[src/rtl/ms_channel_arbiter_pkg.sv]
// rtl/ms_channel_arbiter_pkg.sv - shared types and constants for the master-slave channel arbiter
//   ArbSections : arbiter phase enumeration (idle, offer, done)
//   ARB_*       : 2-bit state constants used by the state register
//   MS_ARB_MAX_MASTERS / MS_ARB_CNT_W : supported master count and wait-counter width
package ms_arbiter_types;

  typedef enum logic [1:0] {
    arb_idle  = 2'd0,
    arb_offer = 2'd1,
    arb_done  = 2'd2
  } ArbSections;

  localparam logic [1:0] ARB_IDLE  = arb_idle;
  localparam logic [1:0] ARB_OFFER = arb_offer;
  localparam logic [1:0] ARB_DONE  = arb_done;

  localparam int MS_ARB_MAX_MASTERS = 16;
  localparam int MS_ARB_CNT_W       = 8;

endpackage

[src/rtl/ms_channel_arbiter_if.sv]
// rtl/ms_channel_arbiter_if.sv - bundle of master request, slave channel and status signals
//   m_data/m_sync/m_notify : upstream per-master payload, request and completion pulse
//   s_out/s_out_sync/s_ready : downstream payload, valid and accept
//   grant_id/busy/err      : arbiter status
//   modport master : arbiter view (it drives the downstream channel)
//   modport slave  : environment view (masters and slave around the arbiter)
interface ms_channel_arbiter_if #(
  parameter int N_MASTERS = 4,
  parameter int DATA_W    = 32
);
  localparam int IDX_W = $clog2(N_MASTERS);

  logic [N_MASTERS*DATA_W-1:0] m_data;
  logic [N_MASTERS-1:0]        m_sync;
  logic [N_MASTERS-1:0]        m_notify;
  logic [DATA_W-1:0]           s_out;
  logic                        s_out_sync;
  logic                        s_ready;
  logic [IDX_W-1:0]            grant_id;
  logic                        busy;
  logic                        err;

  modport master (
    input  m_data, m_sync, s_ready,
    output m_notify, s_out, s_out_sync, grant_id, busy, err
  );

  modport slave (
    output m_data, m_sync, s_ready,
    input  m_notify, s_out, s_out_sync, grant_id, busy, err
  );
endinterface

[src/rtl/ms_channel_arbiter_rr_pick.sv]
// rtl/ms_channel_arbiter_rr_pick.sv - combinational round-robin selector (module ms_rr_pick)
//   req     in  N_MASTERS  request vector
//   last    in  IDX_W      index granted most recently
//   pick    out IDX_W      first requesting index scanning last+1 .. last, wrapping
//   any_req out 1          at least one request present
module ms_rr_pick #(
  parameter int N_MASTERS = 4,
  parameter int IDX_W     = $clog2(N_MASTERS)
) (
  input  logic [N_MASTERS-1:0] req,
  input  logic [IDX_W-1:0]     last,
  output logic [IDX_W-1:0]     pick,
  output logic                 any_req
);

  int unsigned       pos;
  logic [IDX_W-1:0]  idx;

  // Walk offsets from farthest to nearest so the nearest requester after
  // 'last' is the one left standing. Offset N_MASTERS lands on 'last' itself,
  // making the previous winner the lowest priority.
  always_comb begin
    pick    = '0;
    any_req = 1'b0;
    pos     = 0;
    idx     = '0;
    for (int off = N_MASTERS; off >= 1; off--) begin
      pos = (int'(last) + off) % N_MASTERS;
      idx = IDX_W'(pos);
      if (req[idx]) begin
        pick    = idx;
        any_req = 1'b1;
      end
    end
  end

endmodule

[src/rtl/ms_channel_arbiter.sv]
// rtl/ms_channel_arbiter.sv - round-robin arbiter sharing one blocking master-slave channel
//   clk  in   clock
//   rst  in   asynchronous active-high reset
//   bus  master modport of ms_channel_arbiter_if (requests, downstream channel, status)
//   Optional feature: MS_ARB_TIMEOUT_EN adds an offer timeout (parameter TIMEOUT) and the err pulse.
module ms_channel_arbiter
  import ms_arbiter_types::*;
#(
  parameter int N_MASTERS = 4,
  parameter int DATA_W    = 32
`ifdef MS_ARB_TIMEOUT_EN
  ,
  parameter int TIMEOUT   = 16
`endif
) (
  input logic                  clk,
  input logic                  rst,
  ms_channel_arbiter_if.master bus
);

  localparam int IDX_W = $clog2(N_MASTERS);

  logic [1:0]           state_q, state_d;
  logic [DATA_W-1:0]    s_out_q, s_out_d;
  logic                 s_out_sync_q, s_out_sync_d;
  logic [N_MASTERS-1:0] m_notify_q, m_notify_d;
  logic [IDX_W-1:0]     grant_id_q, grant_id_d;
  logic [IDX_W-1:0]     last_q, last_d;
  logic [IDX_W-1:0]     pick;
  logic                 any_req;
`ifdef MS_ARB_TIMEOUT_EN
  logic [MS_ARB_CNT_W-1:0] cnt_q, cnt_d;
  logic                    err_q, err_d;
`endif

  ms_rr_pick #(
    .N_MASTERS(N_MASTERS),
    .IDX_W    (IDX_W)
  ) u_pick (
    .req    (bus.m_sync),
    .last   (last_q),
    .pick   (pick),
    .any_req(any_req)
  );

  always_comb begin
    state_d      = state_q;
    s_out_d      = s_out_q;
    s_out_sync_d = s_out_sync_q;
    m_notify_d   = '0;
    grant_id_d   = grant_id_q;
    last_d       = last_q;
`ifdef MS_ARB_TIMEOUT_EN
    cnt_d        = cnt_q;
    err_d        = 1'b0;
`endif
    case (state_q)
      ARB_IDLE: begin
        if (any_req) begin
          s_out_d      = bus.m_data[int'(pick)*DATA_W +: DATA_W];
          grant_id_d   = pick;
          last_d       = pick;
          s_out_sync_d = 1'b1;
          state_d      = ARB_OFFER;
`ifdef MS_ARB_TIMEOUT_EN
          cnt_d        = '0;
`endif
        end
      end
      // Transfer is committed: payload and request inputs are not looked at here.
      ARB_OFFER: begin
        if (bus.s_ready) begin
          s_out_sync_d = 1'b0;
          m_notify_d   = N_MASTERS'(1) << grant_id_q;
          state_d      = ARB_DONE;
        end
`ifdef MS_ARB_TIMEOUT_EN
        // Abort keeps last=pick, so the stalled master drops to lowest priority.
        else if (cnt_q == MS_ARB_CNT_W'(TIMEOUT - 1)) begin
          s_out_sync_d = 1'b0;
          err_d        = 1'b1;
          state_d      = ARB_IDLE;
        end else begin
          cnt_d = cnt_q + 1'b1;
        end
`endif
      end
      ARB_DONE: begin
        state_d = ARB_IDLE;
      end
      default: begin
        s_out_sync_d = 1'b0;
        state_d      = ARB_IDLE;
      end
    endcase
  end

  always_ff @(posedge clk or posedge rst) begin
    if (rst) begin
      state_q      <= ARB_IDLE;
      s_out_q      <= '0;
      s_out_sync_q <= 1'b0;
      m_notify_q   <= '0;
      grant_id_q   <= '0;
      last_q       <= IDX_W'(N_MASTERS - 1);
    end else begin
      state_q      <= state_d;
      s_out_q      <= s_out_d;
      s_out_sync_q <= s_out_sync_d;
      m_notify_q   <= m_notify_d;
      grant_id_q   <= grant_id_d;
      last_q       <= last_d;
    end
  end

`ifdef MS_ARB_TIMEOUT_EN
  always_ff @(posedge clk or posedge rst) begin
    if (rst) begin
      cnt_q <= '0;
      err_q <= 1'b0;
    end else begin
      cnt_q <= cnt_d;
      err_q <= err_d;
    end
  end

  assign bus.err = err_q;
`else
  assign bus.err = 1'b0;
`endif

  assign bus.s_out      = s_out_q;
  assign bus.s_out_sync = s_out_sync_q;
  assign bus.m_notify   = m_notify_q;
  assign bus.grant_id   = grant_id_q;
  assign bus.busy       = (state_q != ARB_IDLE);

endmodule
[src/flat_wrapper.sv]
// flat-port wrapper written by rule: the top's interface ports become plain ports
module ms_channel_arbiter_flat import ms_arbiter_types::*;
#(
  parameter int N_MASTERS = 4,
  parameter int DATA_W    = 32

)
  (clk, rst, bus_m_data, bus_m_sync, bus_s_ready, bus_m_notify, bus_s_out, bus_s_out_sync, bus_grant_id, bus_busy, bus_err);
  ms_channel_arbiter_if #(.N_MASTERS(N_MASTERS), .DATA_W(DATA_W)) bus_i ();
  input logic clk;
  input logic rst;
  input wire logic [$bits(bus_i.m_data)-1:0] bus_m_data;
  input wire logic [$bits(bus_i.m_sync)-1:0] bus_m_sync;
  input wire logic [$bits(bus_i.s_ready)-1:0] bus_s_ready;
  output wire logic [$bits(bus_i.m_notify)-1:0] bus_m_notify;
  output wire logic [$bits(bus_i.s_out)-1:0] bus_s_out;
  output wire logic [$bits(bus_i.s_out_sync)-1:0] bus_s_out_sync;
  output wire logic [$bits(bus_i.grant_id)-1:0] bus_grant_id;
  output wire logic [$bits(bus_i.busy)-1:0] bus_busy;
  output wire logic [$bits(bus_i.err)-1:0] bus_err;
  assign bus_i.m_data = bus_m_data;
  assign bus_i.m_sync = bus_m_sync;
  assign bus_i.s_ready = bus_s_ready;
  assign bus_m_notify = bus_i.m_notify;
  assign bus_s_out = bus_i.s_out;
  assign bus_s_out_sync = bus_i.s_out_sync;
  assign bus_grant_id = bus_i.grant_id;
  assign bus_busy = bus_i.busy;
  assign bus_err = bus_i.err;
  ms_channel_arbiter #(.N_MASTERS(N_MASTERS), .DATA_W(DATA_W)) u_core (.clk(clk), .rst(rst), .bus(bus_i));
endmodule
[config.mk]
export PLATFORM = sky130hd
export DESIGN_NAME = ms_channel_arbiter_flat
export DESIGN_NICKNAME = d
export VERILOG_FILES = /design/src/rtl/ms_channel_arbiter_pkg.sv /design/src/rtl/ms_channel_arbiter_if.sv /design/src/rtl/ms_channel_arbiter_rr_pick.sv /design/src/rtl/ms_channel_arbiter.sv /design/src/flat_wrapper.sv
export SDC_FILE = /design/constraint.sdc
export NUM_CORES = 1
export LEC_CHECK = 0
export CAP_MARGIN = 25
export CORE_MARGIN = 4
export CORE_UTILIZATION = 25
export CTS_BUF_LIST = sky130_fd_sc_hd__clkbuf_16
export DETAILED_ROUTE_END_ITERATION = 7
export PLACE_DENSITY = 0.71
export SLEW_MARGIN = 20
export SYNTH_ARGS = -nofsm -noshare
export SYNTH_HDL_FRONTEND = slang
export SYNTH_SLANG_ARGS = --single-unit
[constraint.sdc]
create_clock -name clk -period 1.8 [get_ports clk]
set_clock_uncertainty 0.15 [all_clocks]
set_input_delay 0.27 -clock clk [delete_from_list [all_inputs] [get_ports clk]]
set_output_delay 0.27 -clock clk [all_outputs]
set_load 0.02 [all_outputs]
-- Word-level counts from Yosys, hierarchy flattened
Index checks and enable logic that the tools add are counted.
- memories kept: 0
- word-level logic and storage cells: 50
- output and inout port bits: 41
- latch bits: 0
- ROM bits: 0
- RAM bits: 0
- register bits: 43
- reductions and logical operators: 5
- magnitude comparators: 4
- div/mod/pow operators: 0
- bitwise logic cells: 1
- multipliers: 0
- equal/unequal tests: 4
- multiplexer cells: 24
- shifts and indexed selects: 2
- add/sub/neg operators: 4
- operators with widths (cell ; count):
    $shiftx A128 B8 Y32 ; 1
    $lt A2 B3 Y1 const B ; 4
    $mux W2 ; 6
    $mux W1 ; 10
    $bmux W1 S2 ; 4
    $mux W4 ; 2
    $add A2 B1 Y2 const B ; 2
    $add A2 B2 Y2 const B ; 2
    $pmux W2 S2 ; 1
    $reduce_and A2 Y1 ; 2
    $shl A1 B2 Y4 const A ; 1
    $pmux W1 S3 ; 1
    $reduce_and A3 Y1 ; 1
    $eq A2 B1 Y1 const B ; 1
    $eq A2 B2 Y1 const B ; 1
    $logic_not A2 Y1 ; 1
    $ne A2 B1 Y1 const B ; 1
    $ne A2 B2 Y1 const B ; 1
    $reduce_bool A2 Y1 ; 1
    $not A1 Y1 ; 1

-- Longest topological paths before layout
Gate-level depths: netlist of the first run.
- depth in word-level cells: 9
- mapped depth: 7

-- Cells and area by module
From an unflattened synthesis of the first run, not the netlist that was laid out.
- cells, all modules: 234
- area total of the unflattened synthesis: 2672.6 sq um
- modules (own cells, without submodules) (module ; seq. area each (sq um) ; cells an instance ; area each (sq um) ; times used):
    ms_channel_arbiter ; 1078.5 ; 220 ; 2581.2 ; 1
    ms_rr_pick ; 0.0 ; 14 ; 91.3 ; 1

-- Least setup slack after synthesis of the first run
Ideal clock, no wire load.
- path kind: register to register
- from: register u_core.last_q[1]
- to: register u_core.s_out_q[10] (netlist: u_core.bus.s_out[10])
- arrival time: 1.547 ns
- clock period less this slack: 1.839 ns
- data required time: 1.508 ns
- slack: -0.039 ns
- stages on the path, launching flop included: 8
- library setup time: 0.142 ns
- cells stage by stage: dfstp_2 nand2b_1 a21oi_1 o221ai_2 buf_6 buf_12 mux2i_1 o221ai_1
- word-level cells in the longest chain between the ends: 8
- RTL lines (item ; line ; RTL):
    start, declared ; ms_channel_arbiter.sv:28 ; logic [IDX_W-1:0] last_q, last_d;
    start signal, assigned ; ms_channel_arbiter.sv:105 ; last_q <= IDX_W'(N_MASTERS - 1);
    start signal, assigned ; ms_channel_arbiter.sv:112 ; last_q <= last_d;
    $add A2 B1 Y2 ; ms_channel_arbiter_rr_pick.sv:28 ; pos = (int'(last) + off) % N_MASTERS;
    $bmux W1 S2 ; ms_channel_arbiter_rr_pick.sv:30 ; if (req[idx]) begin
    $mux W1 (not written as such) ; ms_channel_arbiter_rr_pick.sv:30 ;
    $mux W2 / $mux W1 (equally long branches) (4 in series) ; ms_channel_arbiter_rr_pick.sv:30 ;
    $shiftx A128 B8 Y32 / $reduce_and A2 Y1 (equally long branches) ; -- ;
    end signal, assigned ; ms_channel_arbiter.sv:108 ; s_out_q <= s_out_d;
    end, declared ; ms_channel_arbiter.sv:24 ; logic [DATA_W-1:0] s_out_q, s_out_d;
Several ways; a longest one is shown, not always the timed one. The select of a mux whose other input is x is not followed.
A chain may end at the register's enable or synchronous reset.

-- Final worst setup path of the first run
- from: input bus_m_sync[3]
- to: register u_core.s_out_q[12] (netlist: u_core.bus.s_out[12])
- word-level cells in the longest chain between the ends: 7
- RTL lines (item ; line ; RTL):
    start, declared ; flat_wrapper.sv:13 ; input wire logic [$bits(bus_i.m_sync)-1:0] bus_m_sync;
    $bmux W1 S2 ; ms_channel_arbiter_rr_pick.sv:30 ;
    $mux W1 (not written as such) ; ms_channel_arbiter_rr_pick.sv:30 ;
    $mux W2 / $mux W1 (equally long branches) (4 in series) ; ms_channel_arbiter_rr_pick.sv:30 ;
    $shiftx A128 B8 Y32 / $reduce_and A2 Y1 (equally long branches) ; -- ;
Several ways; a longest one is shown, not always the timed one. The select of a mux whose other input is x is not followed.

==> insert_results.sql, run 1 <==
INSERT INTO impl_metrics (metric_group, metric, value, unit) VALUES
('status', 'result_of_the_run', 'finished with violations', ''),
('status', 'violations', 'setup timing', ''),
('clock_tree', 'cts-htree-levels', '2', ''),
('critical_path', 'crit_path_start_kind', 'primary input', ''),
('place', 'place_area', '4460', 'um2'),
('critical_path', 'reg2reg_from', 'u_core.last_q[1]$_DFFE_PP1P_', ''),
('critical_path', 'setup.worst_path.start', 'bus_m_sync[3]', ''),
('timing', 'setup_viol', '32', ''),
('timing', 'unrepaired_setup_endpoints_after_global_routing', 'true', ''),
('grt', 'grt_antenna_before_repair', '0', ''),
('place', 'portBuffers', '174', ''),
('critical_path', 'ff2ff_path_depth', '7', ''),
('cells_and_area', 'area_used_by_multi_input_combinational_logic', '1360', 'um2'),
('power', 'power_per_cell_area', '1320', 'nW/um2'),
('place', 'routabilityCongestion', '0.724', ''),
('clock_tree', 'tritoncts', 'yes', ''),
('critical_path', 'worstPathArrival', '1.99', 'ns'),
('place', 'place.detailed.instances', '534', ''),
('cells_and_area', 'areaGrowthSynthToFinish', '96.9', '%'),
('yosys', 'synth.yosys.seq_area_share', '43.2', '%'),
('place', 'hpwl', '6720', 'um'),
('worst_hold_path', 'hold_path_class', 'in -> async', ''),
('timing', 'layout_setup_ws', '-0.196', 'ns'),
('floorplanning', 'chipHeight', '108', 'um'),
('run', 'maxCapViolCount', '0', ''),
('clock_tree', 'cts_hold_repair.buffers', '0', ''),
('grt', 'grt_pass1_wl', '13800', 'um'),
('yosys', 'count_of_state_elements_after_synthesis', '43', ''),
('clock_tree', 'clkSlewWorstSetupHoldPaths', '0.06', 'ns'),
('cells_and_area', 'most-common-layout-cells', 'clkdlybuf4s50_1 (170), mux2i_1 (56), nand2_1 (41), dfrtp_1 (41), o221ai_1 (29)', ''),
('yosys', 'synth.net_count', '365', ''),
('yosys', 'synthDominantCellAreaShare', '41.1', '%'),
('grt', 'global_route.overflow_total', '0', ''),
('yosys', 'synth_top_flop_cell', 'dfrtp_1', ''),
('detailed_routing', 'first_iter_violations', '59', ''),
('power', 'cellLeakagePower', '2.13', 'nW'),
('yosys', 'netlist.top_cell.by_area', 'dfrtp_1', ''),
('cells_and_area', 'diodes', '0', ''),
('clock_tree', 'clock_tree.buffer_depth', '2', ''),
('detailed_routing', 'dr.pass1.iters', '4', ''),
('clock_tree', 'clk_latency', '0.28', 'ns'),
('critical_path', 'worst-setup-path-type', 'in -> reg', ''),
('yosys', 'synthTopCellsByArea', 'dfrtp_1 (41%), mux2i_1 (26%), o221ai_1 (11%), nand2_1 (6.2%), buf_12 (4.0%)', ''),
('yosys', 'synth_area', '2500', 'um2'),
('critical_path', 'critical_path.max_fanout', '8', ''),
('cells_and_area', 'layout.cells.non_filler', '551', ''),
('place', 'preCtsSetupSlack', '-0.475', 'ns'),
('floorplanning', 'num_rows', '36', ''),
('floorplanning', 'io_pins', '176', ''),
('floorplanning', 'fp.coreArea', '9770', 'um2'),
('yosys', 'async_flop_share', '100', '%'),
('cells_and_area', 'seq_area', '1080', 'um2'),
('clock_tree', 'tritoncts.num_buffers', '5', ''),
('timing', 'max_freq', '501', 'MHz'),
('critical_path', 'crit_required', '1.79', 'ns'),
('cells_and_area', 'nNetsFinal', '552', ''),
('yosys', 'synth_edf_count', '0', ''),
('timing', 'finalMaxSlewViolations', '0', ''),
('detailed_routing', 'detail_route.drc_violations', '0', ''),
('detailed_routing', 'vias_per_cell', '4.64', ''),
('yosys', 'netlist-cell-type-count', '26', ''),
('yosys', 'synthesis.instances', '230', ''),
('detailed_routing', 'drtAntennaViolNets', '0', ''),
('clock_tree', 'clock_sinks', '43', ''),
('yosys', 'postSynthAreaPerCell', '10.9', 'um2'),
('critical_path', 'crit-reg2reg-capture', 'u_core.bus.s_out[12]$_DFFE_PP0P_', ''),
('timing', 'min_period_over_period', '111', '%'),
('floorplanning', 'die_width', '108', 'um'),
('timing', 'fin_crit', '2.00', 'ns'),
('critical_path', 'cp-end-kind', 'register', ''),
('grt', 'grt_max_degree', '22', '');
## per-layer routing
layer	up-vias	global-route usage, %	part of all wire (%)
met5	-	0	0
li1	1229	-	-
met1	1230	17.3	39
met3	7	3.76	6.8
met2	91	27.9	53
met4	0	4.24	0.96
## sequential cells by signal (all words and copies together), names as in the netlist
signal,cells
u_core.bus.m_notify,4
u_core.bus.s_out_sync,1
u_core.bus.grant_id,2
u_core.last_q,2
u_core.state_q,2
u_core.bus.s_out,32
## through the flow
stage	setup TNS, ns	hold WS, ns	util [%]	total power, mW
final	-4.92	0.0897	50.3	6.49
after global routing	-7.89	0.107	50.3	6.86
after CTS	-5.47	0.0926	48.8	6.31
after global placement	-13.30	0.303	45.6	4.98
after floorplan	-1.23	0.214	-	3.60
after detailed placement	-14.63	0.303	45.6	5.04
## critical path, stage by stage
cell and delay, ns:
clkdlybuf4s50_1 0.48, and2b_1 0.16, or2b_1 0.27, o221ai_4 0.09, buf_12 0.19, buf_16 0.15
mux2i_2 0.23, o221ai_1 0.15
## Yosys cell counts (all sizes together) (2+ instances only)
| cell type | count |
|---|---|
| nand2b | 4 |
| o221ai | 33 |
| mux2i | 65 |
| nand2 | 41 |
| a21oi | 5 |
| nor2 | 7 |
| inv | 3 |
| buf | 9 |
| dfstp | 2 |
| clkbuf | 9 |
| dfrtp | 41 |
## worst min-delay path by stage
stage	start	to	slack [ns]
floorplan	bus_s_ready	u_core.state_q[0]$_DFFE_PP0P_	0.21
global placement	u_core.state_q[1]$_DFFE_PP0P_	u_core.state_q[0]$_DFFE_PP0P_	0.30
detailed placement	u_core.state_q[1]$_DFFE_PP0P_	u_core.state_q[0]$_DFFE_PP0P_	0.30
CTS	rst	u_core.bus.s_out[19]$_DFFE_PP0P_	0.09
global route	rst	u_core.bus.s_out[19]$_DFFE_PP0P_	0.11
finish	rst	u_core.bus.s_out[20]$_DFFE_PP0P_	0.09
## cells by family after synthesis
logic type	Yosys count	synth area share (%)
AOI/OAI and AO/OA	41	13.6
DFF	43	43.2
muxes	65	26.0
other	1	0.150
buffers and inverters	21	6.96
and+or+nand+nor	59	10.1
## repair_timing
action	CTS	global route
pin swaps	5	10
resized for setup	14	18
cloned	3	3
buffers inserted	4	0
setup endpoints to repair	33	36
## final cells by class
| type | count | area share [%] |
|---|---|---|
| timing repair buffer | 198 | 44.1 |
| tap | 133 | 3.38 |
| multi-input combinational | 166 | 27.6 |
| clock buffer | 5 | 2.54 |
| clock inverter | 3 | 0.254 |
| sequential | 43 | 21.9 |
| inverter | 3 | 0.229 |
## where the power goes
part,switching [mW],internal (mW)
logic,1.80,2.16
registers,0.260,1.40
clock network,0.364,0.502
Note: power is estimated with default switching activity, not from simulation.
==> run 2: changes to the inputs <==
--- a/config.mk
+++ b/config.mk
@@ -11,6 +11,7 @@
 export CTS_BUF_LIST = sky130_fd_sc_hd__clkbuf_16
 export DETAILED_ROUTE_END_ITERATION = 7
 export PLACE_DENSITY = 0.71
+export REMOVE_ABC_BUFFERS = 1
 export SLEW_MARGIN = 20
 export SYNTH_ARGS = -nofsm -noshare
 export SYNTH_HDL_FRONTEND = slang
==> run 2 against run 1 <==
The run still ends with setup timing left. Global-route usage is 0.96 points lower. Routed wire length shrank 2.9%. Maximum frequency hardly changed. Combinational power decreased by 5.8%. Cell count rose by 0.36%. Worst setup slack improved by 0.0013 ns.
==> insert_results.sql, run 2 (synthesis gave the netlist of run 1 again) <==
INSERT INTO impl_metrics (metric_group, metric, value, unit) VALUES
('status', 'result_of_the_run', 'finished with violations', ''),
('status', 'violations', 'setup timing', ''),
('grt', 'busiest_layer', 'met2', ''),
('grt', 'grt_pass1_vias', '2648', ''),
('cells_and_area', 'most_common_cell_after_layout_fill_and_taps_aside', 'clkdlybuf4s50_1', ''),
('power', 'ir_drop', '0.614', 'mV'),
('clock_tree', 'clock_sinks', '43', ''),
('floorplanning', 'die_width', '108', 'um'),
('timing', 'min_period_over_period', '111', '%'),
('critical_path', 'worstPathArrival', '2.00', 'ns'),
('grt', 'grt_use_met2', '26.4', '%'),
('grt', 'groute.layer.met1.usage', '16.1', '%'),
('detailed_routing', 'detail_route.wirelength', '9040', 'um'),
('clock_tree', 'clkSlewWorstSetupHoldPaths', '0.07', 'ns'),
('clock_tree', 'clock_tree.buffer_depth', '2', ''),
('detailed_routing', 'routed_wire_per_std_cell', '16.3', 'um'),
('cells_and_area', 'most-common-layout-cells', 'clkdlybuf4s50_1 (170), mux2i_1 (59), nand2_1 (41), dfrtp_1 (41), o221ai_1 (32)', ''),
('detailed_routing', 'routed-via-count', '2554', ''),
('critical_path', 'crit_required', '1.80', 'ns'),
('timing', 'setup_total_negative_slack', '-5.10', 'ns'),
('grt', 'grt_max_degree', '35', ''),
('timing', 'setup_viol', '34', ''),
('clock_tree', 'tritoncts', 'yes', ''),
('floorplanning', 'num_rows', '36', ''),
('grt', 'global_route.overflow_total', '0', ''),
('detailed_routing', 'detail_route.drc_violations', '0', ''),
('critical_path', 'cp-end-kind', 'register', ''),
('worst_hold_path', 'hold_path_class', 'in -> async', ''),
('cells_and_area', 'nNetsFinal', '554', ''),
('clock_tree', 'tritoncts.num_buffers', '5', ''),
('floorplanning', 'initial_utilization', '25.6', '%'),
('timing', 'finalMaxSlewViolations', '0', ''),
('place', 'hpwl', '6650', 'um'),
('place', 'portBuffers', '174', ''),
('cells_and_area', 'diodes', '0', ''),
('grt', 'grt_pass1_wl', '13100', 'um'),
('timing', 'max_freq', '501', 'MHz'),
('critical_path', 'crit_path_start_kind', 'register', ''),
('floorplanning', 'chipHeight', '108', 'um'),
('clock_tree', 'clk_latency', '0.28', 'ns'),
('grt', 'grt_usage', '14.2', '%'),
('detailed_routing', 'first_iter_violations', '91', ''),
('clock_tree', 'cts-htree-levels', '2', ''),
('cells_and_area', 'final_area', '4830', 'um2'),
('place', 'place_area', '4420', 'um2'),
('power', 'power_per_cell_area', '1330', 'nW/um2'),
('clock_tree', 'clock_tree.root_cell', 'clkbuf_16', ''),
('detailed_routing', 'dr.pass1.iters', '4', ''),
('timing', 'fin_crit', '1.99', 'ns'),
('power', 'cellLeakagePower', '2.11', 'nW'),
('run', 'maxCapViolCount', '0', ''),
('cells_and_area', 'drive_gt1_share', '11.4', '%'),
('critical_path', 'worst-setup-path-type', 'reg -> reg', ''),
('detailed_routing', 'drtAntennaViolNets', '0', ''),
('floorplanning', 'io_pins', '176', ''),
('timing', 'unrepaired_setup_endpoints_after_global_routing', 'true', ''),
('timing', 'layout_setup_ws', '-0.195', 'ns'),
('critical_path', 'critical_path.max_fanout', '10', ''),
('clock_tree', 'cts_hold_repair.buffers', '0', ''),
('floorplanning', 'dieArea', '11700', 'um2'),
('detailed_routing', 'vias_per_cell', '4.62', ''),
('cells_and_area', 'areaGrowthSynthToFinish', '93.3', '%'),
('timing', 'timing.final.hold_violations', '0', ''),
('grt', 'met3_usage', '4.06', '%'),
('floorplanning', 'fp.coreArea', '9770', 'um2'),
('cells_and_area', 'largest_register_ffs', '32', ''),
('place', 'preCtsSetupSlack', '-0.493', 'ns'),
('grt', 'grt_antenna_before_repair', '0', ''),
('place', 'routabilityCongestion', '0.728', '');
run 2: changes by cell type in the layout (fill, tap and decap cells not counted), sizes merged:
cell,previous run,this run
inv,5,4
buf,21,23
bufinv,0,1
run 2: power by group:
group / switching [mW] / internal [mW] / total [mW]
Clock: 0.382 / 0.655 / 1.04
Sequential: 0.261 / 1.40 / 1.67
Combinational: 1.72 / 2.01 / 3.73
Total: 2.37 / 4.07 / 6.43
run 2: layout make-up:
type	instances	area, um2
repair buffers	200	2100
fillers	900	4940
well taps	133	166
inverters	3	11.3
flip-flops and latches	43	1080
multi-input cells	166	1310
clock buffers	5	125
clock inverters	3	42.5
run 2: through the flow:
step           hold WS [ns]  util, %  instances  power, mW
4_1_cts               0.111     47.8        546       6.21
5_1_grt               0.123     49.4        553       6.79
3_3_place_gp          0.290     45.2        534       4.91
6_report             0.0951     49.4        553       6.43
3_5_place_dp          0.299     45.2        534       4.97
2_1_floorplan         0.214        -        212       3.49
run 2: what timing repair did:
| item | CTS | global route |
|---|---|---|
| gates cloned | 1 | 4 |
| buffers inserted | 3 | 4 |
| pin swaps | 0 | 5 |
| resized for setup | 13 | 16 |
| endpoints found under the setup margin | 33 | 35 |
run 2: layer usage:
layer	wire length [um]	part of all wire (%)
met3	715	7.9
met2	4570	51
met4	65	0.72
met5	0	0
met1	3680	41
run 2: worst max-delay path: stages (launching register included):
cell,delay (ns)
dfstp_2,0.57
nand2b_4,0.13
a21oi_2,0.06
o221ai_4,0.25
buf_4,0.17
buf_12,0.14
mux2i_2,0.23
o221ai_1,0.14
run 2: path summary, 6_finish.rpt:
path	from	endpoint	slack, ns	depth (start not counted)
hold reg to reg	u_core.state_q[1]$_DFFE_PP0P_	u_core.state_q[0]$_DFFE_PP0P_	0.31	1
hold / removal	rst	u_core.bus.s_out[31]$_DFFE_PP0P_	0.1	2
min in group clk	u_core.state_q[1]$_DFFE_PP0P_	u_core.state_q[0]$_DFFE_PP0P_	0.31	1
setup reg to reg	u_core.last_q[1]$_DFFE_PP1P_	u_core.bus.s_out[8]$_DFFE_PP0P_	-0.19	7
setup / recovery	u_core.last_q[1]$_DFFE_PP1P_	u_core.bus.s_out[8]$_DFFE_PP0P_	-0.19	7
max in group asynchronous	rst	u_core.bus.s_out[13]$_DFFE_PP0P_	0.92	3
